File: config.mk
export PLATFORM = sky130hd
export DESIGN_NAME = irq_scheduler
export DESIGN_NICKNAME = d
export VERILOG_FILES = /design/src/rtl/irq_scheduler.sv
export SDC_FILE = /design/constraint.sdc
export NUM_CORES = 1
export LEC_CHECK = 0
export ABC_CLOCK_PERIOD_IN_PS = 15000
export BUFFER_PORTS_ARGS = -buffer_cell sky130_fd_sc_hd__buf_2
export CELL_PAD_IN_SITES_DETAIL_PLACEMENT = 0
export CELL_PAD_IN_SITES_GLOBAL_PLACEMENT = 1
export CORE_MARGIN = 4
export CORE_UTILIZATION = 45
export DETAILED_ROUTE_END_ITERATION = 10
export GPL_ROUTABILITY_DRIVEN = 0
export PLACE_DENSITY = 0.77
export SKIP_CTS_REPAIR_TIMING = 1
export SYNTH_ARGS = -nofsm -noshare
export SYNTH_HDL_FRONTEND = slang
export SYNTH_SLANG_ARGS = --single-unit
File: constraint.sdc
create_clock -name clk -period 15 [get_ports clk]
set_input_delay 3.75 -clock clk [delete_from_list [all_inputs] [get_ports clk]]
set_output_delay 3.75 -clock clk [all_outputs]
set_load 0.02 [all_outputs]
File: src/rtl/irq_scheduler.sv
// Machine-mode interrupt scheduler: timer block, software interrupt bit and
// external line synchroniser, arbitrated into a single req/ack trap request.
`timescale 1ns/1ps

module irq_scheduler #(
    parameter int unsigned PRESCALE = 1
) (
    input  logic        clk,
    input  logic        rst,
    input  logic        ext_irq,
    input  logic        mstatus_mie,
    input  logic [2:0]  mie,
    input  logic        bus_we,
    input  logic [2:0]  bus_addr,
    input  logic [31:0] bus_wdata,
    output logic [31:0] bus_rdata,
    output logic        irq_req,
    output logic [31:0] irq_cause,
    input  logic        irq_ack,
    input  logic        mret,
    output logic [2:0]  mip
);

    localparam int unsigned PsW = (PRESCALE > 1) ? $clog2(PRESCALE) : 1;
    localparam logic [PsW-1:0] PsLast = PsW'(PRESCALE - 1);

    localparam logic [31:0] CauseMei = 32'h8000_000B;
    localparam logic [31:0] CauseMsi = 32'h8000_0003;
    localparam logic [31:0] CauseMti = 32'h8000_0007;

    typedef enum logic [1:0] {
        IDLE    = 2'd0,
        REQ     = 2'd1,
        IN_TRAP = 2'd2
    } state_t;

    state_t         state_q, state_d;
    logic [PsW-1:0] psCnt_q, psCnt_d;
    logic [63:0]    mtime_q, mtime_d;
    logic [63:0]    mtimecmp_q, mtimecmp_d;
    logic           msip_q, msip_d;
    logic           meipMeta_q, meipSync_q;
    logic           irqReq_q, irqReq_d;
    logic [31:0]    irqCause_q, irqCause_d;

    logic        wrMtimeLo, wrMtimeHi, wrCmpLo, wrCmpHi, wrMsip;
    logic        tick, mtip;
    logic [2:0]  enabled;
    logic [31:0] winCause;

    assign wrMtimeLo = bus_we && (bus_addr == 3'd0);
    assign wrMtimeHi = bus_we && (bus_addr == 3'd1);
    assign wrCmpLo   = bus_we && (bus_addr == 3'd2);
    assign wrCmpHi   = bus_we && (bus_addr == 3'd3);
    assign wrMsip    = bus_we && (bus_addr == 3'd4);
    assign tick      = (psCnt_q == PsLast);

    // A software write to either mtime half suppresses that cycle's increment
    // and restarts the prescaler so the new value lasts a full period.
    always_comb begin
        mtime_d = mtime_q;
        psCnt_d = psCnt_q;
        if (wrMtimeLo) begin
            mtime_d[31:0] = bus_wdata;
            psCnt_d       = '0;
        end else if (wrMtimeHi) begin
            mtime_d[63:32] = bus_wdata;
            psCnt_d        = '0;
        end else if (tick) begin
            mtime_d = mtime_q + 64'd1;
            psCnt_d = '0;
        end else begin
            psCnt_d = psCnt_q + PsW'(1);
        end
    end

    always_comb begin
        mtimecmp_d = mtimecmp_q;
        msip_d     = msip_q;
        if (wrCmpLo) mtimecmp_d[31:0]  = bus_wdata;
        if (wrCmpHi) mtimecmp_d[63:32] = bus_wdata;
        if (wrMsip)  msip_d            = bus_wdata[0];
    end

    always_comb begin
        bus_rdata = 32'd0;
        case (bus_addr)
            3'd0:    bus_rdata = mtime_q[31:0];
            3'd1:    bus_rdata = mtime_q[63:32];
            3'd2:    bus_rdata = mtimecmp_q[31:0];
            3'd3:    bus_rdata = mtimecmp_q[63:32];
            3'd4:    bus_rdata = {31'd0, msip_q};
            default: bus_rdata = 32'd0;
        endcase
    end

    assign mtip    = (mtime_q >= mtimecmp_q);
    assign mip     = {meipSync_q, mtip, msip_q};
    assign enabled = mip & mie & {3{mstatus_mie}};

    always_comb begin
        winCause = CauseMti;
        if (enabled[2])      winCause = CauseMei;
        else if (enabled[0]) winCause = CauseMsi;
    end

    // Request and cause are frozen once raised; only ack moves us on.
    always_comb begin
        state_d    = state_q;
        irqReq_d   = irqReq_q;
        irqCause_d = irqCause_q;
        case (state_q)
            IDLE: begin
                if (|enabled) begin
                    state_d    = REQ;
                    irqReq_d   = 1'b1;
                    irqCause_d = winCause;
                end
            end
            REQ: begin
                if (irq_ack) begin
                    state_d  = IN_TRAP;
                    irqReq_d = 1'b0;
                end
            end
            IN_TRAP: begin
                if (mret) state_d = IDLE;
            end
            default: begin
                state_d  = IDLE;
                irqReq_d = 1'b0;
            end
        endcase
    end

    always_ff @(posedge clk or posedge rst) begin
        if (rst) begin
            state_q    <= IDLE;
            psCnt_q    <= '0;
            mtime_q    <= 64'd0;
            mtimecmp_q <= 64'hFFFF_FFFF_FFFF_FFFF;
            msip_q     <= 1'b0;
            meipMeta_q <= 1'b0;
            meipSync_q <= 1'b0;
            irqReq_q   <= 1'b0;
            irqCause_q <= 32'd0;
        end else begin
            state_q    <= state_d;
            psCnt_q    <= psCnt_d;
            mtime_q    <= mtime_d;
            mtimecmp_q <= mtimecmp_d;
            msip_q     <= msip_d;
            meipMeta_q <= ext_irq;
            meipSync_q <= meipMeta_q;
            irqReq_q   <= irqReq_d;
            irqCause_q <= irqCause_d;
        end
    end

    assign irq_req   = irqReq_q;
    assign irq_cause = irqCause_q;

endmodule

==> results of run 1 <==
## through the flow
step | hold slack, ns | total power [mW]
after floorplan | 0.331 | 0.919
after global placement | 0.333 | 1.06
after detailed placement | 0.343 | 1.07
after CTS | 0.357 | 1.52
after global routing | 0.366 | 1.62
final | 0.356 | 1.52
## where the power goes
part / leakage, nW / switching (mW) / internal (mW)
logic: 2.85 / 0.273 / 0.190
registers: 1.49 / 0.118 / 0.485
clock network: 0.306 / 0.172 / 0.281
## cell type report
cell class	instances	area (µm²)	share of cell area [%]
clock buffers	22	485	4.64
clock inverters	10	139	1.33
inverters	74	283	2.70
multi-input cells	819	5190	49.7
flip-flops and latches	137	3510	33.6
well taps	270	338	3.23
repair buffers	96	508	4.86
## per-layer routing
metal  share of wire, %  track usage [%]  up-vias
li1                   -                -     4022
met1                 47             36.6     4102
met2                 45             37.5      297
met3                5.9             3.81       33
met4                2.1             6.29        0
met5                  0                0        -
## kinds of logic after synthesis
group,count (synthesis)
mux,35
simple gates,331
buf+inv,168
flops,137
compound gates,356
other cells,1
fa+ha+maj,65
xor+xnor,5
## cell usage in the layout (no fill, tap or decap), types with 9 or more instances in the layout
cell / count
sky130_fd_sc_hd__dfstp_2: 64
sky130_fd_sc_hd__a21o_1: 10
sky130_fd_sc_hd__nor2_1: 51
sky130_fd_sc_hd__mux2_2: 34
sky130_fd_sc_hd__inv_1: 73
sky130_fd_sc_hd__and4_1: 9
sky130_fd_sc_hd__buf_2: 85
sky130_fd_sc_hd__ha_1: 65
sky130_fd_sc_hd__nand4_1: 25
sky130_fd_sc_hd__a21oi_1: 123
sky130_fd_sc_hd__o22ai_1: 31
sky130_fd_sc_hd__nand3_1: 44
sky130_fd_sc_hd__a22oi_1: 63
sky130_fd_sc_hd__and3_1: 11
sky130_fd_sc_hd__o21ai_0: 89
sky130_fd_sc_hd__buf_4: 11
sky130_fd_sc_hd__clkbuf_16: 18
sky130_fd_sc_hd__conb_1: 27
sky130_fd_sc_hd__nand2_1: 129
sky130_fd_sc_hd__dfrtp_1: 73
## state kept, by name, indices dropped and copies added, names as in the netlist
register and cells:
meipMeta_q 1, state_q 2, mtime_q 64, irq_req 1, meipSync_q 1, irq_cause 3
msip_q 1, mtimecmp_q 64
## worst max-delay path by stage
stage,cells past startpoint,to
CTS,7,bus_rdata[29]
detailed placement,7,bus_rdata[29]
global route,7,bus_rdata[31]
floorplan,4,bus_rdata[10]
finish,7,bus_rdata[29]
global placement,7,bus_rdata[30]
==> results.txt, run 1 <==
----------------------------------------------------
[Run status]
  Run status ... finished clean

[Critical path]
  Reg-to-reg startpoint ... mtimecmp_q[30]
  Crit path from ... bus_addr[2]
  Dominant cell type by count on the critical path ... sky130_fd_sc_hd__buf_2
  Slowest library cell on the worst path ... sky130_fd_sc_hd__nor2_2
  Critical setup path kind ... in2out
  Worst EP required ... 11.25 ns
  Worst r2r path cells ... 9
  Maximum fanout encountered on the critical timing path ... 18
  Worst setup SP type ... input pin
  Bufs and invs on worst path ... 3
  Setup slack of the worst register-to-register path ... 11.56 ns
  Worst path top cell family by delay ... simple AND/OR/NAND/NOR gates
  Largest stage delay on the critical path ... 0.73 ns
  Worst-path cell chain ... buf_2 > nand2b_1 > nor2_2 > buf_4 > a22oi_1 > nand2_1 > buf_2
  Crit path DAT ... 5.66 ns
  Worst reg2reg endpoint ... irq_cause[3]
  Critical Path End Type ... output pin

[Yosys]
  List of most frequent post-synthesis cells ... sky130_fd_sc_hd__nand2_1, sky130_fd_sc_hd__a21oi_1, sky130_fd_sc_hd__o21ai_0
  Combinational family with the most area after synthesis ... compound AO/OA/AOI/OAI gates
  Async set or reset register ratio after synthesis ... 100%
  Synthesized cell area ... 9340 µm²
  Xor/xnor share of the synthesized area ... 0.469%
  Flip-flop cell with the highest count after synthesis ... sky130_fd_sc_hd__dfrtp_1
  Library cell occupying the most area in the post-synthesis netlist ... sky130_fd_sc_hd__dfrtp_1
  Average instance area after synthesis ... 8.51 µm²
  Count of synthesis-stage warnings from yosys ... 0
  Simple-gate share of the synthesized area ... 18.0%
  Adder-cell share of the synthesized area ... 8.70%
  Unique masters post-synth ... 63
  Synth top area share ... 19.6%
  Post-synthesis cell count ... 1098
  Largest cells by area after synthesis ... sky130_fd_sc_hd__dfrtp_1, sky130_fd_sc_hd__dfstp_2, sky130_fd_sc_hd__ha_1
  Register area share after synthesis ... 37.6%
  Compound-cell area share of the yosys netlist ... 22.8%
  Most instantiated library cell after synthesis ... sky130_fd_sc_hd__nand2_1
  Register bit count reported by yosys ... 137
  Number of enable flip-flop cells after synthesis ... 0
  Portion of netlist area occupied by mux cells ... 4.21%

[Worst hold path]
  HP Class ... reg2reg
  Worst Hold Path Cells ... 0
  Worst Hold End ... meipSync_q
  Hold Path Origin ... meipMeta_q

[Route]
  Number of vias after detailed routing ... 8454
  First-pass iteration count of the detailed router ... 5
  First-iteration detailed-routing DRC count ... 786
  Via/cell ratio ... 5.92
  Drt wl/cell ... 20.3 µm
  Final wirelength ... 29000 µm
  Antenna Violating Nets Remaining ... 0
  DRC errors left ... 0

[Floorplan]
  Die footprint ... 23100 µm²
  Die outline width ... 152 µm
  Die extent in y ... 152 µm
  Placeable core region ... 20300 µm²
  # rows ... 52
  Starting utilization of the core area ... 46.0%
  I/O pin count ... 113

[STA]
  Final Critical Period ... 9.41 ns
  Final hold violation count ... 0
  Final Worst Setup Slack ... 5.59 ns
  Final Setup Violations ... 0
  Normalized max-slew margin ... 24.8%
  Worst Tran Pin Value ... 1.13 ns
  Final period utilization ... 62.7%
  Maximum frequency from static timing analysis ... 0.106 GHz
  Setup repair after global routing missed its margin ... false
  Worst-case clock skew ... 0.0136 ns
  Sum of negative setup slack ... 0 ns
  Number of max-slew violations in the final report ... 0

[Layout]
  Nets ... 1255
  Antenna Cells ... 0
  Final Instance Count excl. Fillers ... 1428
  Total non-filler cell area in the finished layout ... 10500 µm²
  Share of post-route cells with drive strength above 1 ... 21.5%
  Filler cell count in the final layout ... 1997
  Final standard cell utilization of the core ... 51.5%
  Layout Area Growth over Synthesis ... 11.9%

[Clock tree]
  Clock Latency Late Sink ... 0.43 ns
  CTS H-tree depth ... 4
  Number of buffers inserted during clock tree synthesis ... 17
  Clk pin slew, worst setup/hold paths ... 0.06 ns
  Sink Count ... 137
  Root Driver ... sky130_fd_sc_hd__clkbuf_16
  CTS tree ... yes
  Maximum clock insertion buffer count ... 2

[Placed design]
  Total of buffers placed on input and output ports ... 85
  Post-Place Cells ... 1396
  Pre-CTS worst setup slack ... 5.62 ns
  Placed instance area ... 9830 µm²
  HPWL after detailed placement ... 20400 µm

[Power and ir drop]
  VDD IR max ... 0.0000865 V
  Leakage component of the power ... 4.65 nW
  Power density over cell area ... 145 nW/µm²

[GRT]
  Total grt overflow ... 0
  Antenna violations before repair ... 0
  Global routing usage summed across all routing layers ... 24.6%
  Vias in the first global route ... 7872
  Maximum number of pins on one net before global-route repair ... 101
  First-pass GRT wire length ... 46100 µm

[Run]
  MaxCap Viol Count ... 0

----------------------------------------------------
Power figures use the tool's default switching activity.
==> run 2: changes to the inputs <==
- ABC_AREA: not set -> 1
- ABC_CLOCK_PERIOD_IN_PS: 15000 -> 8450
- CORE_UTILIZATION: 45 -> 39
- PLACE_DENSITY: 0.77 -> 0.73
- clock period: 15 -> 8.45 ns (I/O delays scaled with it)
==> run 2 against run 1 <==
Net effect: worst hold slack got worse by 0.0025 ns; sequential share of layout area shrank 3.1 points; largest power group is now combinational logic; core utilization is 7.5 points lower; highest routed layer unchanged; register-to-register slack lost 5.6 ns; non-clock buffer count shrank 3; sequential cell count unchanged; cell area is 10% higher; combinational power grew 130%; area after synthesis up 11%.
==> results.txt, run 2 <==
----------------------------------------------------
[Floorplan]
  # rows ... 59 (+13%)
  I/O pin count ... 113 (unchanged)
  Die outline width ... 171 µm (+12%)
  Die extent in y ... 171 µm (+12%)
  Placeable core region ... 26100 µm² (+29%)
  Die footprint ... 29300 µm² (+26%)
  Starting utilization of the core area ... 39.7% (-6.4 points)

[Clock tree]
  Maximum clock insertion buffer count ... 2 (unchanged)
  Sink Count ... 137 (unchanged)
  CTS tree ... yes
  CTS H-tree depth ... 4 (unchanged)
  Root Driver ... sky130_fd_sc_hd__clkbuf_16
  Clock Latency Late Sink ... 0.43 ns (about the same)
  Number of buffers inserted during clock tree synthesis ... 17 (unchanged)
  Clk pin slew, worst setup/hold paths ... 0.06 ns (about the same)

[Run]
  MaxCap Viol Count ... 0 (unchanged)

[STA]
  Setup repair after global routing missed its margin ... false
  Number of max-slew violations in the final report ... 0 (unchanged)
  Final Critical Period ... 5.83 ns
  Final hold violation count ... 0 (unchanged)
  Worst-case clock skew ... 0.0120 ns (-0.00163 ns)
  Worst Tran Pin Value ... 0.969 ns (-0.159 ns)
  Final Setup Violations ... 0 (unchanged)
  Final period utilization ... 69.0%
  Normalized max-slew margin ... 35.4% (+11 points)
  Maximum frequency from static timing analysis ... 0.172 GHz
  Final Worst Setup Slack ... 2.62 ns (-2.97 ns)
  Tightest hold margin ... 0.353 ns (-0.00245 ns)
  Sum of negative setup slack ... 0 ns (unchanged)

[Placed design]
  Placed instance area ... 10900 µm² (+11%)
  Pre-CTS worst setup slack ... 2.62 ns (-3.00 ns)
  Post-Place Cells ... 1835 (+31%)
  Total of buffers placed on input and output ports ... 85 (unchanged)
  HPWL after detailed placement ... 27400 µm (+34%)

[Power and ir drop]
  Leakage component of the power ... 5.40 nW (+16%)
  Total power draw ... 2.88 mW (+89%)
  Power density over cell area ... 250 nW/µm² (+72%)
  VDD IR max ... 0.000109 V (+26%)

[Critical path]
  Critical Path End Type ... output pin
  Slowest library cell on the worst path ... sky130_fd_sc_hd__nor3_2
  Reg-to-reg startpoint ... mtimecmp_q[55]
  Crit path from ... bus_addr[2]
  Worst r2r path cells ... 14 (+5)
  Dominant cell type by count on the critical path ... sky130_fd_sc_hd__buf_2
  Worst-path cell chain ... buf_2 > nor3_2 > inv_2 > o21ai_0 > buf_2
  CP Capture Point ... bus_rdata[4]
  Largest stage delay on the critical path ... 0.52 ns (-0.21 ns)
  Critical setup path kind ... in2out
  Setup slack of the worst register-to-register path ... 5.96 ns (-5.60 ns)
  Maximum fanout encountered on the critical timing path ... 30 (+12)
  Worst setup SP type ... input pin
  Worst EP required ... 6.34 ns (-4.91 ns)
  Crit path DAT ... 3.72 ns (-1.94 ns)
  Worst reg2reg endpoint ... irq_cause[3]

[Yosys]
  Most instantiated library cell after synthesis ... sky130_fd_sc_hd__nand2_1
  Count of synthesis-stage warnings from yosys ... 0 (unchanged)
  Average instance area after synthesis ... 7.08 µm² (-17%)
  Synthesized cell area ... 10400 µm² (+11%)
  List of most frequent post-synthesis cells ... sky130_fd_sc_hd__nand2_1, sky130_fd_sc_hd__inv_1, sky130_fd_sc_hd__o21ai_0
  Synth top area share ... 17.6% (-1.9 points)
  Post-synthesis cell count ... 1464 (+33%)
  Register bit count reported by yosys ... 137 (unchanged)
  Flip-flop cell with the highest count after synthesis ... sky130_fd_sc_hd__dfrtp_1
  Async set or reset register ratio after synthesis ... 100% (unchanged)
  Unique masters post-synth ... 43 (-32%)
  Largest cells by area after synthesis ... sky130_fd_sc_hd__dfrtp_1, sky130_fd_sc_hd__dfstp_2, sky130_fd_sc_hd__nand2_1
  Library cell occupying the most area in the post-synthesis netlist ... sky130_fd_sc_hd__dfrtp_1
  Number of enable flip-flop cells after synthesis ... 0 (unchanged)
  Register area share after synthesis ... 33.8% (-3.7 points)

[GRT]
  Antenna violations before repair ... 0 (unchanged)
  Vias in the first global route ... 9637 (+22%)
  Maximum number of pins on one net before global-route repair ... 76 (-25%)
  First-pass GRT wire length ... 56200 µm (+22%)
  Global routing usage summed across all routing layers ... 24.9% (+0.26 points)
  Total grt overflow ... 0 (unchanged)

[Route]
  DRC errors left ... 0 (unchanged)
  Via/cell ratio ... 5.44 (-8.1%)
  Antenna Violating Nets Remaining ... 0 (unchanged)
  First-pass iteration count of the detailed router ... 5 (unchanged)
  Drt wl/cell ... 19.4 µm (-4.4%)
  Final wirelength ... 36200 µm (+25%)
  Number of vias after detailed routing ... 10200 (+20%)
  First-iteration detailed-routing DRC count ... 831 (+5.7%)

[Layout]
  Final standard cell utilization of the core ... 44.0% (-7.5 points)
  Antenna Cells ... 0 (unchanged)
  Nets ... 1629 (+30%)
  Commonest cells after routing, fill and taps aside ... sky130_fd_sc_hd__nand2_1, sky130_fd_sc_hd__inv_1, sky130_fd_sc_hd__o21ai_0
  Share of post-route cells with drive strength above 1 ... 15.3% (-6.2 points)
  Final Instance Count excl. Fillers ... 1867 (+31%)
  Layout Area Growth over Synthesis ... 11.0%
  Total non-filler cell area in the finished layout ... 11500 µm² (+10%)
  Filler cell count in the final layout ... 2822 (+41%)
  Most frequent standard cell in the layout excluding fill and tap cells ... sky130_fd_sc_hd__nand2_1

[Worst hold path]
  HP Class ... reg2reg

[Run status]
  Run status ... finished clean

----------------------------------------------------
[run 2: report_power, final]
part / leakage, nW / internal [mW] / switching (mW)
clock network: 0.274 / 0.437 / 0.332
logic: 3.61 / 0.358 / 0.700
registers: 1.52 / 0.857 / 0.195
total: 5.40 / 1.65 / 1.23
[run 2: cell families after synthesis]
logic type	share of synthesized area (%)
adders and majority gates	7.84
buffers and inverters	12.4
DFF	33.8
other	0.0362
xor gates and xnor gates	1.44
and+or+nand+nor	26.2
AOI/OAI and AO/OA	18.2
[run 2: worst min-delay path by stage]
| stage | from | endpoint | slack [ns] | cells after the start |
|---|---|---|---|---|
| floorplan | meipMeta_q | meipSync_q | 0.33 | 0 |
| global placement | meipMeta_q | meipSync_q | 0.34 | 0 |
| detailed placement | meipMeta_q | meipSync_q | 0.34 | 0 |
| CTS | meipMeta_q | meipSync_q | 0.36 | 0 |
| global route | meipMeta_q | meipSync_q | 0.37 | 0 |
| finish | meipMeta_q | meipSync_q | 0.35 | 0 |
[run 2: cell type report]
cell class / instances / area, µm² / area share, %
multi-input cells: 1047 / 5670 / 49.3
flip-flops and latches: 137 / 3510 / 30.5
inverters: 223 / 843 / 7.33
repair buffers: 93 / 485 / 4.22
clock buffers: 18 / 429 / 3.73
well taps: 335 / 419 / 3.64
clock inverters: 14 / 149 / 1.29
[run 2: layer usage]
metal	vias to the layer above	global-route usage, %	part of all wire [%]
met4	0	6.06	1.8
li1	4952	-	-
met2	360	40.2	47
met5	-	0	0
met3	42	5.27	7.3
met1	4802	34.2	44
[run 2: critical path: cells and delay by family]
family | cells | cell delay, ns
simple gates | 1 | 0.52
compound gates | 1 | 0.30
buf+inv | 3 | 0.78
==> run 3: changes to the inputs <==
- ABC_AREA: 1 -> 0
- ABC_CLOCK_PERIOD_IN_PS: 8450 -> 6100
- CORE_UTILIZATION: 39 -> 45
- PLACE_DENSITY: 0.73 -> 0.77
- clock period: 8.45 -> 6.1 ns (I/O delays scaled with it)
==> run 3 against run 2 <==
Net effect: worst setup slack worse by 1.4 ns; sequential cell count unchanged; first-iteration DRC count down 22%; sequential power up 41%; largest cell class unchanged.
==> results.txt, run 3 (synthesis gave the netlist of run 1 again) <==
----------------------------------------------------
[Critical path]
  Worst r2r path cells ... 9 (-5)
  Worst-path cell chain ... inv_1 > ha_1 > nand4_1 > nor4_1 > o21ai_0 > a31oi_1 > o2111ai_1 > nand2_1 > buf_2
  Worst setup SP type ... flip-flop
  Worst path top cell family by delay ... simple AND/OR/NAND/NOR gates
  Setup slack of the worst register-to-register path ... 2.64 ns (-3.32 ns)
  Critical Path End Type ... output pin
  Worst reg2reg endpoint ... irq_cause[3]
  Maximum fanout encountered on the critical timing path ... 3 (-90%)
  Largest stage delay on the critical path ... 0.84 ns (+0.32 ns)
  Critical setup path kind ... reg2out
  Crit path DAT ... 3.33 ns (-0.39 ns)
  Bufs and invs on worst path ... 2 (-1)
  Reg-to-reg startpoint ... mtimecmp_q[15]
  Worst EP required ... 4.58 ns (-1.76 ns)
  Slowest library cell on the worst path ... sky130_fd_sc_hd__nor4_1

[Clock tree]
  Maximum clock insertion buffer count ... 2 (unchanged)
  Clk pin slew, worst setup/hold paths ... 0.06 ns (about the same)
  Clock Latency Late Sink ... 0.43 ns (about the same)
  CTS H-tree depth ... 4 (unchanged)
  Root Driver ... sky130_fd_sc_hd__clkbuf_16
  CTS tree ... yes
  Sink Count ... 137 (unchanged)
  Number of buffers inserted during clock tree synthesis ... 17 (unchanged)

[STA]
  Final period utilization ... 79.5%
  Sum of negative setup slack ... 0 ns (unchanged)
  Worst-case clock skew ... 0.0120 ns (-0.0000485 ns)
  Final Critical Period ... 4.85 ns
  Normalized max-slew margin ... 24.7% (-11 points)
  Worst Tran Pin Value ... 1.13 ns (+0.157 ns)
  Final Setup Violations ... 0 (unchanged)
  Number of max-slew violations in the final report ... 0 (unchanged)
  Setup repair after global routing missed its margin ... false
  Final hold violation count ... 0 (unchanged)
  Maximum frequency from static timing analysis ... 0.206 GHz

[Route]
  Antenna Violating Nets Remaining ... 0 (unchanged)
  First-iteration detailed-routing DRC count ... 650 (-22%)
  First-pass iteration count of the detailed router ... 5 (unchanged)
  Drt wl/cell ... 20.1 µm (+3.6%)
  Number of vias after detailed routing ... 8377 (-18%)
  DRC errors left ... 0 (unchanged)
  Via/cell ratio ... 5.86 (+7.7%)
  Final wirelength ... 28700 µm (-21%)

[Layout]
  Antenna Cells ... 0 (unchanged)
  Commonest cells after routing, fill and taps aside ... sky130_fd_sc_hd__nand2_1, sky130_fd_sc_hd__a21oi_1, sky130_fd_sc_hd__o21ai_0
  Nets ... 1257 (-23%)
  Filler cell count in the final layout ... 1993 (-29%)
  Final Instance Count excl. Fillers ... 1430 (-23%)
  Area used by sequential logic in the layout ... 3510 µm² (unchanged)
  Share of post-route cells with drive strength above 1 ... 21.3% (+6.0 points)
  Footprint of the multi-input gates ... 5190 µm² (-8.4%)
  Layout Area Growth over Synthesis ... 11.4%
  Most frequent standard cell in the layout excluding fill and tap cells ... sky130_fd_sc_hd__nand2_1
  Total non-filler cell area in the finished layout ... 10400 µm² (-9.5%)

[Floorplan]
  Starting utilization of the core area ... 46.0% (+6.4 points)
  Placeable core region ... 20300 µm² (-22%)
  Die outline width ... 152 µm (-11%)
  Die extent in y ... 152 µm (-11%)
  # rows ... 52 (-12%)
  I/O pin count ... 113 (unchanged)
  Die footprint ... 23100 µm² (-21%)

[Worst hold path]
  HP Class ... reg2reg
  Worst Hold End ... meipSync_q
  Worst Hold Path Cells ... 0 (unchanged)
  Hold Path Origin ... meipMeta_q

[GRT]
  Total grt overflow ... 0 (unchanged)
  First-pass GRT wire length ... 45400 µm (-19%)
  Vias in the first global route ... 7846 (-19%)
  Global routing usage summed across all routing layers ... 24.4% (-0.43 points)
  Maximum number of pins on one net before global-route repair ... 110 (+45%)
  Antenna violations before repair ... 1 (+1)

[Placed design]
  Placed instance area ... 9850 µm² (-9.9%)
  Total of buffers placed on input and output ports ... 85 (unchanged)
  HPWL after detailed placement ... 20400 µm (-26%)
  Post-Place Cells ... 1398 (-24%)

[Run]
  MaxCap Viol Count ... 0 (unchanged)

[Power and ir drop]
  Power density over cell area ... 349 nW/µm² (+39%)
  Total power draw ... 3.63 mW (+26%)
  Leakage component of the power ... 4.62 nW (-14%)
  VDD IR max ... 0.000214 V (+97%)

[Run status]
  Run status ... finished clean

----------------------------------------------------
run 3: cell count changes in the layout (fill, tap and decap cells not counted), sizes merged, moves of 24 or more:
cell,previous run,this run
a21oi,67,123
o211ai,26,1
nand2,292,131
nand3,82,45
mux2,0,34
nor3,46,13
nor2,128,54
o21ai,181,91
inv,226,74
a22oi,0,63
o22ai,55,31
run 3: how the worst max path moves through the flow:
stage                   startpoint  cells past startpoint  slack (ns)      endpoint
finish              mtimecmp_q[15]                      9        1.25        mip[1]
detailed placement  mtimecmp_q[14]                      9        1.69        mip[1]
global placement    mtimecmp_q[14]                      9        1.67        mip[1]
global route        mtimecmp_q[14]                      9        1.05        mip[1]
floorplan                      rst                      1        1.01  irq_cause[1]
CTS                 mtimecmp_q[14]                      9        1.22        mip[1]
run 3: area by class of cell:
type                            count  share of cell area, %
Multi-Input combinational cell    819                   49.9
Inverter                           74                   2.72
Timing Repair Buffer               98                   5.02
Sequential cell                   137                   33.7
Clock buffer                       26                   4.81
Clock inverter                      6                  0.613
Tap cell                          270                   3.25
run 3: worst reg2reg max path: cells and delay by family (launching register included):
family	cells	cell delay (ns)
AO/OA/AOI/OAI	5	1.44
adder cells (fa/ha/maj)	1	0.29
buffers and inverters	1	0.05
flip-flops	1	0.54
AND/OR/NAND/NOR	2	1.00
run 3: where the power goes:
group | switching (mW) | internal (mW) | total [mW]
logic | 0.670 | 0.467 | 1.14
registers | 0.290 | 1.19 | 1.48
clock network | 0.403 | 0.607 | 1.01
total | 1.36 | 2.27 | 3.63
run 3: stage by stage:
stage,hold slack [ns],setup WS [ns],util [%]
after floorplan,0.331,1.01,-
after global placement,0.334,1.67,48.5
after detailed placement,0.348,1.69,48.5
after CTS,0.351,1.22,51.3
after global routing,0.365,1.05,51.3
final,0.349,1.25,51.3
run 3: layer usage:
| layer | share of wire (%) | global-route usage, % | wire length [µm] | up-vias |
|---|---|---|---|---|
| met5 | 0 | 0 | 0 | - |
| met2 | 46 | 37.5 | 13100 | 263 |
| met3 | 5.8 | 3.95 | 1660 | 29 |
| li1 | - | - | - | 4024 |
| met4 | 1.3 | 5.39 | 380 | 0 |
| met1 | 47 | 36.4 | 13600 | 4061 |
